<file path="src/rtl/score_disp_pkg.sv">
// Shared types, constants and BCD helper functions for the score display controller.
package score_disp_pkg;

  typedef enum logic [1:0] {
    ST_IDLE    = 2'd0,
    ST_CONVERT = 2'd1,
    ST_COMMIT  = 2'd2
  } state_t;

  localparam logic [3:0] BLANK_NIB = 4'hF;
  localparam int         MAX_SCORE = 9999;
  localparam int         BCD_W     = 16;

  // Double-dabble correction: any nibble >= 5 gets +3 before the shift.
  function automatic logic [BCD_W-1:0] dd_adjust(input logic [BCD_W-1:0] bcd);
    logic [BCD_W-1:0] res;
    logic [3:0]       nib;
    res = bcd;
    for (int i = 0; i < 4; i++) begin
      nib = bcd[4*i +: 4];
      if (nib >= 4'd5) begin
        res[4*i +: 4] = nib + 4'd3;
      end else begin
        res[4*i +: 4] = nib;
      end
    end
    return res;
  endfunction

  function automatic logic [BCD_W-1:0] blank_leading(input logic [BCD_W-1:0] bcd,
                                                     input logic              en);
    logic [BCD_W-1:0] res;
    logic             lead;
    res  = bcd;
    lead = en;
    for (int i = 3; i >= 1; i--) begin
      if (lead && (bcd[4*i +: 4] == 4'd0)) begin
        res[4*i +: 4] = BLANK_NIB;
      end else begin
        lead = 1'b0;
      end
    end
    return res;
  endfunction

endpackage

</file>
<file path="src/rtl/bin2bcd_seq.sv">
// Sequential double-dabble engine: one add-3/shift iteration per cycle, BIN_W cycles per value.
module bin2bcd_seq
  import score_disp_pkg::*;
#(
  parameter int BIN_W = 14
) (
  input  logic             clk,
  input  logic             rst_n,
  input  logic             i_start,
  input  logic [BIN_W-1:0] i_value,
  output logic             o_done,
  output logic [BCD_W-1:0] o_bcd
);

  localparam int CNT_W = $clog2(BIN_W + 1);
  localparam int SR_W  = BCD_W + BIN_W;

  logic [SR_W-1:0]  r_sr;
  logic [CNT_W-1:0] r_cnt;
  logic             r_run;
  logic [SR_W-1:0]  w_adj;
  logic [SR_W-1:0]  w_shift;
  logic             w_last;

  assign w_adj   = {dd_adjust(r_sr[SR_W-1 -: BCD_W]), r_sr[BIN_W-1:0]};
  assign w_shift = {w_adj[SR_W-2:0], 1'b0};
  // o_done flags the final iteration so the caller can advance on the same edge.
  assign w_last  = r_run && (r_cnt == CNT_W'(BIN_W - 1));
  assign o_done  = w_last;
  assign o_bcd   = r_sr[SR_W-1 -: BCD_W];

  // Shift register, iteration counter and run flag.
  always_ff @(posedge clk or negedge rst_n) begin
    if (!rst_n) begin
      r_sr  <= {SR_W{1'b0}};
      r_cnt <= {CNT_W{1'b0}};
      r_run <= 1'b0;
    end else if (i_start) begin
      r_sr  <= {{BCD_W{1'b0}}, i_value};
      r_cnt <= {CNT_W{1'b0}};
      r_run <= 1'b1;
    end else if (r_run) begin
      r_sr  <= w_shift;
      r_cnt <= r_cnt + CNT_W'(1);
      r_run <= ~w_last;
    end else begin
      r_sr  <= r_sr;
      r_cnt <= r_cnt;
      r_run <= 1'b0;
    end
  end

endmodule

</file>
<file path="src/rtl/score_display_ctrl.sv">
// Score display controller: scan prescaler, update handshake, BCD conversion and atomic digit commit.
// Optional SCAN_SYNC_COMMIT_EN: hold the commit until a scan_en cycle so digits change on scan boundaries.
module score_display_ctrl
  import score_disp_pkg::*;
#(
  parameter int CLK_HZ        = 100000000,
  parameter int SCAN_HZ       = 4000,
  parameter int BIN_W         = 14,
  parameter int BLANK_LEADING = 1
) (
  input  logic             clk,
  input  logic             rst_n,
  input  logic             upd_valid,
  input  logic [BIN_W-1:0] upd_value,
  output logic             upd_ready,
  output logic             scan_en,
  output logic [3:0]       d3,
  output logic [3:0]       d2,
  output logic [3:0]       d1,
  output logic [3:0]       d0,
  output logic             busy,
  output logic             overflow
);

  localparam int DIV   = CLK_HZ / SCAN_HZ;
  localparam int CNT_W = (DIV > 1) ? $clog2(DIV) : 1;
  localparam logic [BCD_W-1:0] DIG_RST = (BLANK_LEADING != 0) ?
                                         {BLANK_NIB, BLANK_NIB, BLANK_NIB, 4'h0} : 16'h0000;

  logic [CNT_W-1:0] r_scan_cnt;
  logic             r_scan_en;
  state_t           r_state;
  state_t           w_next_state;
  logic             w_start;
  logic             w_commit;
  logic             w_done;
  logic [BCD_W-1:0] w_bcd;
  logic [31:0]      w_val_ext;
  logic             w_over;
  logic [BIN_W-1:0] w_load;
  logic             r_busy;
  logic             r_overflow;
  logic [BCD_W-1:0] r_digits;

  // Free-running prescaler; the pulse is pre-decoded one count early so scan_en is a flop.
  always_ff @(posedge clk or negedge rst_n) begin
    if (!rst_n) begin
      r_scan_cnt <= {CNT_W{1'b0}};
      r_scan_en  <= 1'b0;
    end else begin
      if (r_scan_cnt == CNT_W'(DIV - 1)) begin
        r_scan_cnt <= {CNT_W{1'b0}};
      end else begin
        r_scan_cnt <= r_scan_cnt + CNT_W'(1);
      end
      r_scan_en <= (r_scan_cnt == CNT_W'(DIV - 2));
    end
  end

  assign w_val_ext = 32'(upd_value);
  assign w_over    = (w_val_ext > 32'(MAX_SCORE));
  assign w_load    = w_over ? BIN_W'(MAX_SCORE) : upd_value;

  bin2bcd_seq #(
    .BIN_W (BIN_W)
  ) u_bin2bcd (
    .clk     (clk),
    .rst_n   (rst_n),
    .i_start (w_start),
    .i_value (w_load),
    .o_done  (w_done),
    .o_bcd   (w_bcd)
  );

  // Next-state and strobe decode.
  always_comb begin
    w_next_state = r_state;
    w_start      = 1'b0;
    w_commit     = 1'b0;
    case (r_state)
      ST_IDLE: begin
        if (upd_valid) begin
          w_start      = 1'b1;
          w_next_state = ST_CONVERT;
        end else begin
          w_next_state = ST_IDLE;
        end
      end
      ST_CONVERT: begin
        if (w_done) begin
          w_next_state = ST_COMMIT;
        end else begin
          w_next_state = ST_CONVERT;
        end
      end
      ST_COMMIT: begin
`ifdef SCAN_SYNC_COMMIT_EN
        if (r_scan_en) begin
          w_commit     = 1'b1;
          w_next_state = ST_IDLE;
        end else begin
          w_next_state = ST_COMMIT;
        end
`else
        w_commit     = 1'b1;
        w_next_state = ST_IDLE;
`endif
      end
      default: begin
        w_next_state = ST_IDLE;
      end
    endcase
  end

  // State, status flags and the committed digit bank.
  always_ff @(posedge clk or negedge rst_n) begin
    if (!rst_n) begin
      r_state    <= ST_IDLE;
      r_busy     <= 1'b0;
      r_overflow <= 1'b0;
      r_digits   <= DIG_RST;
    end else begin
      r_state <= w_next_state;
`ifdef SCAN_SYNC_COMMIT_EN
      r_busy  <= (w_next_state != ST_IDLE);
`else
      r_busy  <= (w_next_state == ST_CONVERT);
`endif
      if (w_start) begin
        r_overflow <= w_over;
      end else begin
        r_overflow <= r_overflow;
      end
      if (w_commit) begin
        r_digits <= blank_leading(w_bcd, (BLANK_LEADING != 0));
      end else begin
        r_digits <= r_digits;
      end
    end
  end

  assign upd_ready = (r_state == ST_IDLE);
  assign scan_en   = r_scan_en;
  assign busy      = r_busy;
  assign overflow  = r_overflow;
  assign d3        = r_digits[15:12];
  assign d2        = r_digits[11:8];
  assign d1        = r_digits[7:4];
  assign d0        = r_digits[3:0];

endmodule

</file>
<file path="config.mk">
export PLATFORM = sky130hd
export DESIGN_NAME = score_display_ctrl
export DESIGN_NICKNAME = d
export VERILOG_FILES = /design/src/rtl/score_disp_pkg.sv /design/src/rtl/bin2bcd_seq.sv /design/src/rtl/score_display_ctrl.sv
export SDC_FILE = /design/constraint.sdc
export NUM_CORES = 1
export LEC_CHECK = 0
export CAP_MARGIN = 20
export CELL_PAD_IN_SITES_DETAIL_PLACEMENT = 0
export CELL_PAD_IN_SITES_GLOBAL_PLACEMENT = 1
export CORE_ASPECT_RATIO = 1.1
export CORE_MARGIN = 5
export CORE_UTILIZATION = 45
export CTS_CLUSTER_DIAMETER = 100
export DETAILED_ROUTE_END_ITERATION = 10
export DONT_BUFFER_PORTS = 1
export PLACE_DENSITY_LB_ADDON = 0.1
export SYNTH_ARGS = -nofsm -noshare
export SYNTH_HDL_FRONTEND = slang
export SYNTH_HIERARCHICAL = 1
export SYNTH_SLANG_ARGS = --single-unit
</file>
<file path="constraint.sdc">
create_clock -name clk -period 1.6 [get_ports clk]
set_input_delay 0.24 -clock clk [delete_from_list [all_inputs] [get_ports clk]]
set_output_delay 0.24 -clock clk [all_outputs]
set_load 0.03 [all_outputs]
</file>
==> reports/qor.csv <==
metric,value,unit
Synth Area in Adders,0.0408,
Clock transition at path regs,0.07,ns
num ports,37,
standard-cell row count,34,
status,"complete, but fails checks",
violated checks,"hold timing, setup timing",
Worst-Skew Late Latency,0.34,ns
Final GP Congestion,0.801,
Final Max Slew Viols,0,
cells after synthesis,374,
RSZ-0062 raised after global routing,yes,
largest family of logic cells by synthesized area,simple AND/OR/NAND/NOR gates,
initial core utilization,0.462,
Slowest cell on crit path,dfrtp_1,
Area Growth Syn to Fin,13.2,%
NumNets Final,417,
Top Family by Delay on Critical Path,simple AND/OR/NAND/NOR gates,
most common library cells after synthesis,"59 x dfrtp_1, 36 x nor2_1, 33 x nand2_1, 21 x a21oi_1, 18 x buf_4",
final hold violations,71,
Routed wire per std cell,14.3,µm
n_diodes,0,
Synth area leaders,"dfrtp_1 40%, dfstp_2 8.6%, ha_1 4.1%, mux2i_1 4.1%, buf_4 3.7%",
post-route ant nets,0,
vias in the first global route,2511,
H-tree depth,3,
Post-synth EDFFs,0,
Synth Net Count,403,
vias per cell,5.10,
Setup WS pre-CTS,0.0241,ns
Peak Freq,0.622,GHz
maximum VDD drop,0.661,mV
ys flop type,dfrtp_1,
Synth cell types,49,
crit path DAT,1.85,ns
Die Wd,96.2,µm
initial antenna violation count,0,
worst setup path start,u_bin2bcd/r_sr[23],
die area,10100,µm²
Crit path required time,1.84,ns
DP Wirelength,4.95,mm
Critical R2R Launch,u_bin2bcd/r_sr[23],
Post-Route WL,7.16,mm
cell with the most instances after synthesis,dfrtp_1,
Leak,0.00188,µW
minimum clock period,1.61,ns
register bit total from synthesis,71,
Clock Path Buffers,2,
overall global routing resource usage,0.154,
fin util,0.523,
Final period util,1.01,
Syn Std Cell Area,3680,µm²
fraction of layout instances using a drive strength above 1,0.222,
drt drc,0,
GR Overflow Total,0,
Critical path buffers and inverters,2,
Max-slew headroom,0.764,
CP Max Fanout,4,
Max Cap Viol,0,
simple-gate share of the synthesized area,0.186,
post-synthesis compound-gate area fraction,0.117,
"Avg Cell Area, Syn",9.83,µm²
Critical Path Start Type,flop,
Setup Skew,0.00572,ns
FF-to-FF setup slack,-0.009,ns
first-pass GRT wire length,12.1,mm
"Seq/Total Area, Yosys",0.487,
setup_tns,-0.00888,ns
ys async rst share,1.00,
initial drt markers,117,
Fill cells,754,
first-pass detailed-route iteration total,4,
total power draw,7220,µW
WHS,-0.413,ns
IO buf count,0,
pwr/cell area,1730,nW/µm²
CTS Sinks,71,
final setup fails,1,
Synth Area in XOR/XNOR,0.0405,
multiplexer share of the synthesized area,0.0592,
die height,105,µm
Vias,2548,
yosys warns,6,
worst path cell trace,inv_1 > ha_1 > nand2b_1 > a21oi_2 > buf_4 > or4_1 > o311ai_1,
endpoint class of the critical path,flop,
CP Class,reg2reg,
"area leader, netlist",dfrtp_1,
Tightest Pin Transition,0.354,ns
Hold WC Path Type,in2async,
CTS Root Cell,clkbuf_8,
CTS tree,yes,
delay of the slowest cell on the worst path,0.39,ns
worst setup margin,-0.00888,ns
largest net degree at the start of global routing,72,
Inserted Clock Buffers,9,
core area,7960,µm²
Yosys top cell area share,0.401,
[cells by family (layout without fill, tap and decap cells)]
group / count (synthesis) / in the layout
buffers and inverters: 48 / 66
muxes: 21 / 21
xor gates and xnor gates: 17 / 17
AOI/OAI and AO/OA: 69 / 69
and+or+nand+nor: 136 / 136
adders and majority gates: 12 / 12
DFF: 71 / 71
[power breakdown]
part           total (µW)  internal [µW]  leakage [µW]  switching [µW]
registers            3070           2360      0.000877             713
logic                2600           1240      0.000899            1350
clock network        1550            914      0.000103             639
total                7220           4510       0.00188            2710
[worst paths after layout]
| kind | end | depth (start not counted) |
|---|---|---|
| max | u_bin2bcd/r_sr[23] | 7 |
| min | u_bin2bcd/r_cnt[3] | 0 |
| max reg2reg | u_bin2bcd/r_sr[23] | 7 |
| min reg2reg | r_scan_cnt[2] | 1 |
| max in group asynchronous | r_digits[6] | 0 |
| min in group clk | u_bin2bcd/r_sr[13] | 2 |
[layer usage]
layer,up-vias,share of wire,wire (µm),global-route usage
met2,32,0.48,3460,0.245
met4,0,0.011,76,0.0518
li1,1312,-,-,-
met3,6,0.052,372,0.0532
met5,-,0,0,0
met1,1198,0.45,3260,0.194
[worst reg2reg max path: stages, from the launching register on]
cell      delay (ns)
dfrtp_1         0.39
inv_1           0.13
ha_1            0.15
nand2b_1        0.13
a21oi_2         0.08
buf_4           0.15
or4_1           0.39
o311ai_1        0.09
[through the flow]
stage | std cells | cell area, µm²
final | 500 | 4160
after global routing | 500 | 4160
after CTS | 498 | 4100
after detailed placement | 483 | 3880
after global placement | 483 | 3880
after floorplan | 374 | 3690
[what timing repair did]
| action | in CTS | in global routing |
|---|---|---|
| endpoints found under the setup margin | 0 | 22 |
| gates resized for setup | 0 | 16 |
| buffers inserted | 0 | 2 |
| hold endpoints to repair | 71 | 71 |
[layout make-up]
type,instances,area [µm²],area share
well taps,108,135,0.0325
clock buffers,12,145,0.0349
clock inverters,3,67.6,0.0162
multi-input cells,255,1700,0.408
flip-flops and latches,71,1790,0.431
repair buffers,35,263,0.0631
inverters,16,60.1,0.0144
[placed cells by master, fill, tap and decap left out, types with 11 or more instances in the layout]
master	count
inv_1	13
a21oi_1	18
mux2i_1	15
dfstp_2	12
xor2_1	11
dfrtp_1	58
o21ai_1	15
buf_4	35
nor2_1	31
nand2_1	33
nand3_1	16
ha_1	11
nand2b_1	11
[sequential cells by signal, indices dropped and copies added, names as in the netlist]
name	flops
u_bin2bcd/r_sr	30
r_digits	16
r_scan_cnt	15
u_bin2bcd/r_cnt	4
r_state	2
busy	1
overflow	1
scan_en	1
u_bin2bcd/r_run	1
No activity file was read; power rests on OpenSTA's default activity.
